## src/rtl/xbar_pkg.sv

```systemverilog
// Shared types and sizing for the crossbar slave-side write path.
package xbar_pkg;
    localparam int XB_MASTERS  = 2;
    localparam int XB_SLAVES   = 2;
    localparam int XB_ID_WIDTH = 4;
    localparam int MW = (XB_MASTERS > 1) ? $clog2(XB_MASTERS) : 1;
    localparam int SW = (XB_SLAVES > 1) ? $clog2(XB_SLAVES) : 1;

    typedef enum logic {
        IDLE = 1'b0,
        BUSY = 1'b1
    } wr_state_e;

    typedef struct packed {
        logic [XB_ID_WIDTH-1:0] id;
        logic [1:0]             resp;
        logic [MW-1:0]          dest;
    } b_entry_t;
endpackage

```

## src/rtl/xbar_slave_write_port_b_ret_buf.sv

```systemverilog
// Two-entry FIFO holding B responses until the owning master's backward arbiter takes them.
module b_ret_buf
    import xbar_pkg::*;
(
    input  logic     ACLK,
    input  logic     ARESETn,
    input  logic     push_i,
    input  b_entry_t din_i,
    input  logic     pop_i,
    output b_entry_t dout_o,
    output logic     full_o,
    output logic     empty_o
);
    b_entry_t   mem_q [2];
    logic       wr_ptr_q;
    logic       rd_ptr_q;
    logic [1:0] count_q;
    logic       do_push;
    logic       do_pop;

    // Full is registered, so a pop at full never makes room for a same-cycle push.
    assign do_push = push_i & ~full_o;
    assign do_pop  = pop_i & ~empty_o;
    assign full_o  = (count_q == 2'd2);
    assign empty_o = (count_q == 2'd0);
    assign dout_o  = mem_q[rd_ptr_q];

    always_ff @(posedge ACLK) begin
        if (!ARESETn) begin
            wr_ptr_q <= 1'b0;
            rd_ptr_q <= 1'b0;
            count_q  <= 2'd0;
        end else begin
            if (do_push) begin
                mem_q[wr_ptr_q] <= din_i;
                wr_ptr_q        <= ~wr_ptr_q;
            end
            if (do_pop)
                rd_ptr_q <= ~rd_ptr_q;
            count_q <= count_q + {1'b0, do_push} - {1'b0, do_pop};
        end
    end
endmodule

```

## src/rtl/xbar_slave_write_port.sv

```systemverilog
// Slave-side write port: round-robin AW arbitration, W locked to the AW owner until WLAST,
// per-ID owner tracking and a small B return buffer.
module xbar_slave_write_port
    import xbar_pkg::*;
#(
    parameter int ID_WIDTH          = XB_ID_WIDTH,
    parameter int ADDR_WIDTH        = 32,
    parameter int LEN_WIDTH         = 4,
    parameter int SIZE_WIDTH        = 3,
    parameter int DATA_WIDTH        = 32,
    parameter int STRB_WIDTH        = 4,
    parameter int masters           = XB_MASTERS,
    parameter int slaves            = XB_SLAVES,
    parameter int i_am_slave_number = 0
) (
    input  logic                  ACLK,
    input  logic                  ARESETn,
    input  logic                  master_write_addr_fifo_empty  [0:masters-1],
    input  logic [SW-1:0]         write_addr_forward_dest_slave [0:masters-1],
    input  logic [ID_WIDTH-1:0]   AWID                          [0:masters-1],
    input  logic [ADDR_WIDTH-1:0] AWADDR                        [0:masters-1],
    input  logic [LEN_WIDTH-1:0]  AWLEN                         [0:masters-1],
    input  logic [SIZE_WIDTH-1:0] AWSIZE                        [0:masters-1],
    input  logic [1:0]            AWBURST                       [0:masters-1],
    output logic                  slave_write_addr_fifo_full    [0:masters-1],
    input  logic                  master_write_data_fifo_empty  [0:masters-1],
    input  logic [SW-1:0]         write_data_forward_dest_slave [0:masters-1],
    input  logic [DATA_WIDTH-1:0] WDATA                         [0:masters-1],
    input  logic [STRB_WIDTH-1:0] WSTRB                         [0:masters-1],
    input  logic                  WLAST                         [0:masters-1],
    output logic                  slave_write_data_fifo_full    [0:masters-1],
    output logic                  slave_write_resp_fifo_empty,
    output logic [MW-1:0]         write_resp_return_dest_master,
    output logic [ID_WIDTH-1:0]   BID,
    output logic [1:0]            BRESP,
    input  logic [SW-1:0]         grant_write_resp_return_slave [0:masters-1],
    input  logic                  master_write_resp_fifo_full   [0:masters-1],
    output logic [ID_WIDTH-1:0]   AWID_S,
    output logic [ADDR_WIDTH-1:0] AWADDR_S,
    output logic [LEN_WIDTH-1:0]  AWLEN_S,
    output logic [SIZE_WIDTH-1:0] AWSIZE_S,
    output logic [1:0]            AWBURST_S,
    output logic                  AWVALID_S,
    input  logic                  AWREADY_S,
    output logic [DATA_WIDTH-1:0] WDATA_S,
    output logic [STRB_WIDTH-1:0] WSTRB_S,
    output logic                  WLAST_S,
    output logic                  WVALID_S,
    input  logic                  WREADY_S,
    input  logic [ID_WIDTH-1:0]   BID_S,
    input  logic [1:0]            BRESP_S,
    input  logic                  BVALID_S,
    output logic                  BREADY_S
);
    localparam logic [SW-1:0] MY_SLAVE = SW'(i_am_slave_number);
    localparam int            NID      = 2 ** ID_WIDTH;

    wr_state_e             state_q;
    logic [MW-1:0]         rr_ptr_q;
    logic [MW-1:0]         owner_q;
    logic                  awvalid_q;
    logic                  aw_done_q;
    logic                  w_done_q;
    logic [ID_WIDTH-1:0]   awid_q;
    logic [ADDR_WIDTH-1:0] awaddr_q;
    logic [LEN_WIDTH-1:0]  awlen_q;
    logic [SIZE_WIDTH-1:0] awsize_q;
    logic [1:0]            awburst_q;
    logic [NID-1:0]        id_busy_q;
    logic [MW-1:0]         id_owner_q [NID];

    logic [masters-1:0]    req;
    logic                  grant_vld;
    logic [MW-1:0]         grant_idx;
    logic [MW-1:0]         idx;
    logic                  aw_hs;
    logic                  w_hs;
    b_entry_t              b_din;
    b_entry_t              b_head;
    logic                  b_push;
    logic                  b_pop;
    logic                  b_full;
    logic                  b_empty;

    always_comb begin
        req = '0;
        for (int m = 0; m < masters; m++)
            req[m] = ~master_write_addr_fifo_empty[m]
                   & (write_addr_forward_dest_slave[m] == MY_SLAVE)
                   & ~id_busy_q[AWID[m]];
    end

    // First requester at or after rr_ptr wins; grants only happen from IDLE.
    always_comb begin
        grant_vld = 1'b0;
        grant_idx = '0;
        idx       = '0;
        for (int i = 0; i < masters; i++) begin
            idx = MW'((int'(rr_ptr_q) + i) % masters);
            if (!grant_vld && req[idx]) begin
                grant_vld = 1'b1;
                grant_idx = idx;
            end
        end
        if (state_q != IDLE || !ARESETn)
            grant_vld = 1'b0;
    end

    assign WVALID_S = (state_q == BUSY) & ~w_done_q
                    & ~master_write_data_fifo_empty[owner_q]
                    & (write_data_forward_dest_slave[owner_q] == MY_SLAVE);
    assign WDATA_S  = WDATA[owner_q];
    assign WSTRB_S  = WSTRB[owner_q];
    assign WLAST_S  = WLAST[owner_q];
    assign w_hs     = WVALID_S & WREADY_S;
    assign aw_hs    = awvalid_q & AWREADY_S;

    always_comb begin
        for (int m = 0; m < masters; m++) begin
            slave_write_addr_fifo_full[m] = ~(grant_vld && grant_idx == MW'(m));
            slave_write_data_fifo_full[m] = ~(w_hs && owner_q == MW'(m));
        end
    end

    assign AWVALID_S = awvalid_q;
    assign AWID_S    = awid_q;
    assign AWADDR_S  = awaddr_q;
    assign AWLEN_S   = awlen_q;
    assign AWSIZE_S  = awsize_q;
    assign AWBURST_S = awburst_q;

    always_ff @(posedge ACLK) begin
        if (!ARESETn) begin
            state_q   <= IDLE;
            rr_ptr_q  <= '0;
            owner_q   <= '0;
            awvalid_q <= 1'b0;
            aw_done_q <= 1'b0;
            w_done_q  <= 1'b0;
            awid_q    <= '0;
            awaddr_q  <= '0;
            awlen_q   <= '0;
            awsize_q  <= '0;
            awburst_q <= '0;
            id_busy_q <= '0;
            for (int i = 0; i < NID; i++)
                id_owner_q[i] <= '0;
        end else begin
            if (b_push)
                id_busy_q[BID_S] <= 1'b0;
            case (state_q)
                IDLE: begin
                    if (grant_vld) begin
                        owner_q                      <= grant_idx;
                        awid_q                       <= AWID[grant_idx];
                        awaddr_q                     <= AWADDR[grant_idx];
                        awlen_q                      <= AWLEN[grant_idx];
                        awsize_q                     <= AWSIZE[grant_idx];
                        awburst_q                    <= AWBURST[grant_idx];
                        awvalid_q                    <= 1'b1;
                        aw_done_q                    <= 1'b0;
                        w_done_q                     <= 1'b0;
                        id_busy_q[AWID[grant_idx]]  <= 1'b1;
                        id_owner_q[AWID[grant_idx]] <= grant_idx;
                        rr_ptr_q                     <= MW'((int'(grant_idx) + 1) % masters);
                        state_q                      <= BUSY;
                    end
                end
                BUSY: begin
                    if (aw_hs) begin
                        awvalid_q <= 1'b0;
                        aw_done_q <= 1'b1;
                    end
                    if (w_hs && WLAST_S)
                        w_done_q <= 1'b1;
                    if (aw_done_q && w_done_q) begin
                        aw_done_q <= 1'b0;
                        w_done_q  <= 1'b0;
                        state_q   <= IDLE;
                    end
                end
                default: state_q <= IDLE;
            endcase
        end
    end

    assign BREADY_S = ~b_full;
    assign b_push   = BVALID_S & ~b_full;
    assign b_din    = '{id: BID_S, resp: BRESP_S, dest: id_owner_q[BID_S]};
    assign b_pop    = ~b_empty
                    & (grant_write_resp_return_slave[b_head.dest] == MY_SLAVE)
                    & ~master_write_resp_fifo_full[b_head.dest];

    b_ret_buf u_b_ret_buf (
        .ACLK    (ACLK),
        .ARESETn (ARESETn),
        .push_i  (b_push),
        .din_i   (b_din),
        .pop_i   (b_pop),
        .dout_o  (b_head),
        .full_o  (b_full),
        .empty_o (b_empty)
    );

    assign slave_write_resp_fifo_empty   = b_empty;
    assign write_resp_return_dest_master = b_head.dest;
    assign BID                           = b_head.id;
    assign BRESP                         = b_head.resp;

    // A B for an ID with nothing outstanding is a slave protocol error.
    a_bid_outstanding: assert property (@(posedge ACLK) disable iff (!ARESETn)
        b_push |-> id_busy_q[BID_S]);
endmodule

```

## config.mk

```make
export PLATFORM = sky130hd
export DESIGN_NAME = xbar_slave_write_port
export DESIGN_NICKNAME = d
export VERILOG_FILES = /design/src/rtl/xbar_pkg.sv /design/src/rtl/xbar_slave_write_port_b_ret_buf.sv /design/src/rtl/xbar_slave_write_port.sv
export SDC_FILE = /design/constraint.sdc
export NUM_CORES = 1
export LEC_CHECK = 0
export BUFFER_PORTS_ARGS = -buffer_cell sky130_fd_sc_hd__buf_2
export CAP_MARGIN = 10
export CORE_AREA = 5 5 122 124
export CTS_CLUSTER_SIZE = 10
export DETAILED_ROUTE_END_ITERATION = 6
export DIE_AREA = 0 0 127 129
export PLACE_DENSITY = 0.72
export SKIP_CTS_REPAIR_TIMING = 1
export SYNTH_ARGS = -nofsm -noshare
export SYNTH_HDL_FRONTEND = slang
export SYNTH_SLANG_ARGS = --single-unit
```

## constraint.sdc

```tcl
create_clock -name ACLK -period 2.6 [get_ports ACLK]
set_clock_uncertainty 0.2 [all_clocks]
set_input_delay 0.39 -clock ACLK [delete_from_list [all_inputs] [get_ports ACLK]]
set_output_delay 0.39 -clock ACLK [all_outputs]
set_load 0.01 [all_outputs]
```

# Yosys cells after proc, flatten, opt, wreduce, memory -nomap -nowiden
# Memory sizes are Yosys's and may differ from the RTL's. A register that Yosys moved wholly into a read port is not among the register bits.
# Cells that the tools add are included.
[totals]
register_bits = 71
ram_bits = 30
in_bits = 187
out_inout_bits = 97
word_cells = 179
n_memories = 2
[op_classes]
add_sub_neg = 4
order_cmp = 11
eq_ne = 5
mux = 82
bitwise = 42
reduce_logical = 18
[mem_list]
columns = ["name", "words", "word_bits", "rd", "rd_clocked_by_memory_dff", "write_ports", "line", "text"]
rows = [
  ["id_owner_q", 16, 1, 1, 0, 16, "xbar_slave_write_port.sv:70", "logic [MW-1:0] id_owner_q [NID];"],
  ["u_b_ret_buf.mem_q", 2, 7, 1, 1, 1, "xbar_slave_write_port_b_ret_buf.sv:14", "b_entry_t mem_q [2];"],
]
[ops]
columns = ["operator", "n"]
rows = [
  ["$mux 32", 6],
  ["$mux 16", 4],
  ["$mux 1", 48],
  ["$mux 4", 10],
  ["$not 1->1", 22],
  ["$lt 4x5->1 const B", 4],
  ["$and 16x16->16", 1],
  ["$not 16->16", 1],
  ["$or 16x16->16", 1],
  ["$and 1x1->1", 14],
  ["$logic_and 1x1->1", 9],
  ["$mux 3", 3],
  ["$bmux 1 s4", 2],
  ["$demux 1 s4", 2],
  ["$ge 4x1->1 const B", 2],
  ["$pmux 1 s2", 4],
  ["$reduce_and 2->1", 4],
  ["$ge 2x2->1 const B", 3],
  ["$mux 2", 3],
  ["$ne 3x1->1 const B", 2],
  ["$not 1->2", 3],
  ["$lt 1x2->1 const B", 2],
  ["$add 1x1->1 const B", 2],
  ["$add 2x1->2", 1],
  ["8 further kinds", 9],
]

# Depth between registers and ports, before layout
[logic_depth]
word_depth = 21
depth_mapped = 10
mapped_depth_nobuf = 9

# Cells and area by module
# Synthesis repeated with hierarchy kept, for this count alone.
[unflattened]
hier_cells = 595
hier_area_um2 = 5627.9
[modules_own_cells]
columns = ["module", "instances", "cells_per_inst", "area_per_inst_um2", "seq_area_each_um2"]
rows = [
  ["xbar_slave_write_port", 1, 547, 4883.4, 1661.6],
  ["b_ret_buf", 1, 48, 744.5, 520.5],
]

# Least setup slack after synthesis
# Ideal clock, no wire load.
[synth_path]
path_type = "in2reg"
start = "in AWID[1] (netlist bit)"
end = "mem id_owner_q[13] (netlist bit)"
setup_ps = 117
t_arrival_ps = 2254
t_required_ps = 2283
path_slack_ps = 28
stages = 8
path_buffers = 2
cell_sequence = "buf_4 buf_6 mux2i_1 mux4_2 nand3b_2 a21boi_2 or4_1 a32o_1"
[synth_rtl]
columns = ["element", "line", "text"]
rows = [
  ["from (decl)", "xbar_slave_write_port.sv:20", "input logic [ID_WIDTH-1:0] AWID [0:masters-1],"],
  ["to (decl)", "xbar_slave_write_port.sv:70", ""],
]

==> impl_results.html <==
<table>
<tr><th>Metric</th><th>Value</th></tr>
<tr><th colspan="2">STA</th></tr>
<tr><td>Final Max Slew Viols</td><td>0</td></tr>
<tr><td>FMAX</td><td>0.370 GHz</td></tr>
<tr><td>Final setup violation count</td><td>2</td></tr>
<tr><td>Final hold violation count</td><td>0</td></tr>
<tr><td>Fin crit period</td><td>2.70 ns</td></tr>
<tr><td>Slew at the pin closest to its max-slew limit</td><td>0.416 ns</td></tr>
<tr><td>Share of the clock period used by the worst path</td><td>1.04</td></tr>
<tr><td>Post-layout worst setup margin</td><td>-0.0994 ns</td></tr>
<tr><td>Max-slew headroom</td><td>0.722</td></tr>
<tr><td>Setup_tns</td><td>-0.117 ns</td></tr>
<tr><td>Setup repair after global routing missed its margin</td><td>true</td></tr>
<tr><th colspan="2">Layout</th></tr>
<tr><td>Final instance area</td><td>0.00761 mm2</td></tr>
<tr><td>Ratio of cells with drive above 1 in the final layout</td><td>0.498</td></tr>
<tr><td>Final net count</td><td>1046</td></tr>
<tr><td>Diode insertion count for antenna repair</td><td>0</td></tr>
<tr><td>Area added between synthesis and finish</td><td>39.4%</td></tr>
<tr><th colspan="2">Synth</th></tr>
<tr><td>Synth Area in Adders</td><td>0.00458</td></tr>
<tr><td>Syn nets</td><td>748</td></tr>
<tr><td>Parity-gate share of the synthesized area counting xor and xnor cells</td><td>0.00641</td></tr>
<tr><td>Most instantiated flip-flop cell in the synthesis netlist</td><td>sky130_fd_sc_hd__dfxtp_1</td></tr>
<tr><td>Yosys warnings</td><td>0</td></tr>
<tr><td>Cell types occupying the most area after synthesis</td><td>sky130_fd_sc_hd__dfxtp_1 32%, sky130_fd_sc_hd__mux2i_1 10%, sky130_fd_sc_hd__mux2_2 9.3%</td></tr>
<tr><td>Flop and latch count out of synthesis</td><td>102</td></tr>
<tr><td>Asr flop ratio synth</td><td>0</td></tr>
<tr><td>Mux share of post-synthesis cell area</td><td>0.228</td></tr>
<tr><td>Main combinational cell family by area after synthesis</td><td>multiplexers</td></tr>
<tr><td>Simple-gate share of the synthesized area</td><td>0.130</td></tr>
<tr><td>Distinct cells, synth</td><td>60</td></tr>
<tr><td>Share of the yosys chip area belonging to registers</td><td>0.400</td></tr>
<tr><td>Count of flip-flops with a built-in enable after synthesis</td><td>14</td></tr>
<tr><td>Count of mapped cells out of synthesis</td><td>559</td></tr>
<tr><td>Portion of synthesized cell area occupied by the leading cell type</td><td>0.323</td></tr>
<tr><td>Biggest area consumer among synthesized cells</td><td>sky130_fd_sc_hd__dfxtp_1</td></tr>
<tr><td>Area fraction in compound gates after synthesis</td><td>0.175</td></tr>
<tr><td>Average cell area after synthesis</td><td>9.77 um2</td></tr>
<tr><td>Combined area of all synthesized cells</td><td>0.00546 mm2</td></tr>
<tr><th colspan="2">Placed design</th></tr>
<tr><td>Placed Instance Area</td><td>0.00722 mm2</td></tr>
<tr><td>HPWL Detailed</td><td>14.4 mm</td></tr>
<tr><td>Routability congestion estimate from global placement</td><td>0.893</td></tr>
<tr><td>Port-buffer cells</td><td>283</td></tr>
<tr><th colspan="2">Pwr</th></tr>
<tr><td>Worst vdd ir</td><td>0.414 mV</td></tr>
<tr><td>Switching component of the power</td><td>1.20 mW</td></tr>
<tr><td>Switching fraction of total power</td><td>0.295</td></tr>
<tr><td>Ratio of total power to cell area</td><td>535 mW/mm2</td></tr>
<tr><td>Share of power burned in the clock network</td><td>0.309</td></tr>
<tr><td>Flop pwr share</td><td>0.436</td></tr>
<tr><td>Cell-internal power</td><td>2.87 mW</td></tr>
<tr><td>Combinational cell fraction of total power</td><td>0.255</td></tr>
<tr><td>Pleak</td><td>3.39 nW</td></tr>
<tr><th colspan="2">Clock network</th></tr>
<tr><td>Deepest clock path buffer count</td><td>2</td></tr>
<tr><td>Clk_lat worst skew</td><td>0.34 ns</td></tr>
<tr><td>CTS tree</td><td>done</td></tr>
<tr><td>Max H-tree Level</td><td>3</td></tr>
<tr><td>Total clock buffers created by CTS</td><td>9</td></tr>
<tr><td>Clk Tree Root Cell</td><td>sky130_fd_sc_hd__clkbuf_16</td></tr>
<tr><td>Number of clock sinks</td><td>102</td></tr>
<tr><td>Clk slew on worst S/H paths</td><td>0.07 ns</td></tr>
<tr><th colspan="2">Route</th></tr>
<tr><td>DRC violation count after routing</td><td>0</td></tr>
<tr><td>Routed via count divided by cell count</td><td>5.25</td></tr>
<tr><td>Total length of routed wires</td><td>18.1 mm</td></tr>
<tr><td>Routed wirelength normalized by instance count</td><td>17.4 um</td></tr>
<tr><td>Remaining antenna violation count after routing</td><td>0</td></tr>
<tr><td>Number of DRC violations after detailed-routing iteration 0</td><td>352</td></tr>
<tr><td>Detailed-router iteration count before antenna repair</td><td>5</td></tr>
<tr><td>DR vias</td><td>5467</td></tr>
<tr><th colspan="2">Critical path</th></tr>
<tr><td>Setup crit start kind</td><td>register</td></tr>
<tr><td>Data arrival time of the critical path</td><td>2.11 ns</td></tr>
<tr><td>Req. time, crit path</td><td>2.01 ns</td></tr>
<tr><td>Critical path peak fanout</td><td>7</td></tr>
<tr><td>Critical path class</td><td>register to primary output</td></tr>
<tr><td>Worst reg-to-reg setup slack</td><td>0.08 ns</td></tr>
<tr><td>CP endpoint kind</td><td>primary output</td></tr>
<tr><th colspan="2">GRT</th></tr>
<tr><td>Antenna violations before repair</td><td>1</td></tr>
<tr><td>Overall routing resource usage</td><td>0.216</td></tr>
<tr><td>Global-route wire length before repair</td><td>28.3 mm</td></tr>
<tr><td>Largest net degree at the start of global routing</td><td>60</td></tr>
<tr><td>Via count of the first global-routing pass</td><td>5390</td></tr>
<tr><td>Total congestion overflow</td><td>0</td></tr>
<tr><th colspan="2">Floorplanning</th></tr>
<tr><td>Count of boundary I/O pins</td><td>284</td></tr>
<tr><td>Width of the die</td><td>127 um</td></tr>
<tr><td>Height of the chip</td><td>129 um</td></tr>
<tr><td>Initial Utilization</td><td>0.400</td></tr>
<tr><td>DIE AREA</td><td>0.0164 mm2</td></tr>
<tr><td>FP Rows</td><td>43</td></tr>
<tr><td>Floorplan core area</td><td>0.0137 mm2</td></tr>
<tr><th colspan="2">Flow run</th></tr>
<tr><td>Max-cap check violation count</td><td>0</td></tr>
<tr><th colspan="2">Outcome</th></tr>
<tr><td>Outcome</td><td>finished, violations left</td></tr>
<tr><td>Violated checks</td><td>negative setup slack</td></tr>
<tr><th colspan="2">Worst hold path</th></tr>
<tr><td>Worst Hold Class</td><td>input port to register</td></tr>
</table>
[stage by stage]
stage	total power, mW	worst slack [ns]	std cells	hold WS, ns	util
3_3_place_gp	2.82	-0.0554	1021	0.255	0.528
5_1_grt	4.28	-0.161	1042	0.0227	0.557
4_1_cts	4.10	-0.366	1037	0.0224	0.548
2_1_floorplan	2.39	0.0285	559	0.234	-
6_report	4.07	-0.0994	1042	0.0431	0.557
3_5_place_dp	2.84	-0.131	1021	0.256	0.528
[sequential cells by signal, indices dropped and copies added (netlist names), 2 cells and up, named ones only]
signal / count
AWADDR_S: 32
id_busy_q: 16
id_owner_q: 16
u_b_ret_buf.mem_q: 14
AWID_S: 4
AWLEN_S: 4
AWSIZE_S: 3
AWBURST_S: 2
u_b_ret_buf.count_q: 2
[final cells by class]
type	instances	area, um2
clock inverters	5	35.0
clock buffers	11	234
flip-flops and latches	102	2200
fillers	1223	6050
inverters	4	15.0
repair buffers	334	1850
multi-input cells	406	3060
well taps	180	225
[metal layers]
| metal | up-vias | GRT usage | part of all wire |
|---|---|---|---|
| met4 | 2 | 0.0675 | 0.019 |
| met2 | 231 | 0.342 | 0.47 |
| met5 | - | 0 | 0.00072 |
| met3 | 32 | 0.0664 | 0.080 |
| li1 | 2697 | - | - |
| met1 | 2505 | 0.285 | 0.43 |
[cell usage in the layout (no fill, tap or decap), drive strengths merged, types with 3 or more instances in the layout]
master	instances
edfxtp	14
nand3	8
or2	4
nor2b	8
nand2b	9
a21oi	50
o21a	4
inv	4
nor4	12
clkinv	4
o31a	6
or4	9
and2	3
xnor2	3
mux4	7
a31oi	11
dfxtp	88
o21ai	60
nand2	34
mux2i	56
clkbuf	11
buf	334
a32o	3
nor3	6
and3	10
nor2	17
o22ai	5
nand4	4
mux2	47
o41a	3
[cell usage after synthesis (all sizes together), types with 3 or more instances]
cell,count
dfxtp,88
o21ai,60
mux2i,56
a21oi,50
mux2,47
nand2,34
clkbuf,30
buf,17
nor2,17
edfxtp,14
nor4,12
a31oi,11
and3,10
nand2b,9
or4,9
nand3,8
nor2b,8
mux4,7
nor3,6
o31a,6
o22ai,5
nand4,4
o21a,4
or2,4
a32o,3
and2,3
inv,3
o41a,3
xnor2,3
[critical path, stage by stage (launching register included)]
cell and delay, ns:
sky130_fd_sc_hd__dfxtp_2 0.37, sky130_fd_sc_hd__mux2i_2 0.08, sky130_fd_sc_hd__mux4_2 0.50, sky130_fd_sc_hd__nor2b_4 0.15, sky130_fd_sc_hd__a221oi_4 0.30, sky130_fd_sc_hd__buf_6 0.19, sky130_fd_sc_hd__nand2_4 0.05, sky130_fd_sc_hd__buf_6 0.12
[path summary, 6_finish.rpt]
check                              startpoint                       endpoint  cells past startpoint
worst max register to register   id_busy_q[7]                   id_busy_q[1]                      9
worst min-delay path               BRESP_S[1]        u_b_ret_buf.mem_q[1][2]                      1
worst max-delay path             id_busy_q[6]  slave_write_addr_fifo_full[0]                      7
worst min register to register  id_owner_q[5]                  id_owner_q[5]                      2
[power by group through the flow]
stage | sequential [mW] | combinational [mW] | clock (mW)
6_report | 1.78 | 1.04 | 1.26
3_5_place_dp | 1.81 | 1.02 | 0
4_1_cts | 1.78 | 1.03 | 1.29
2_1_floorplan | 1.83 | 0.566 | 0
5_1_grt | 1.79 | 1.14 | 1.35
3_3_place_gp | 1.81 | 1.01 | 0
[kinds of logic (layout without fill, tap and decap cells)]
kind of cell / count (synthesis) / after routing
compound gates: 159 / 159
buf+inv: 51 / 354
simple gates: 131 / 131
xor+xnor: 4 / 4
mux: 110 / 110
flops: 102 / 102
fa+ha+maj: 2 / 2
(Power assumes the default switching activity.)
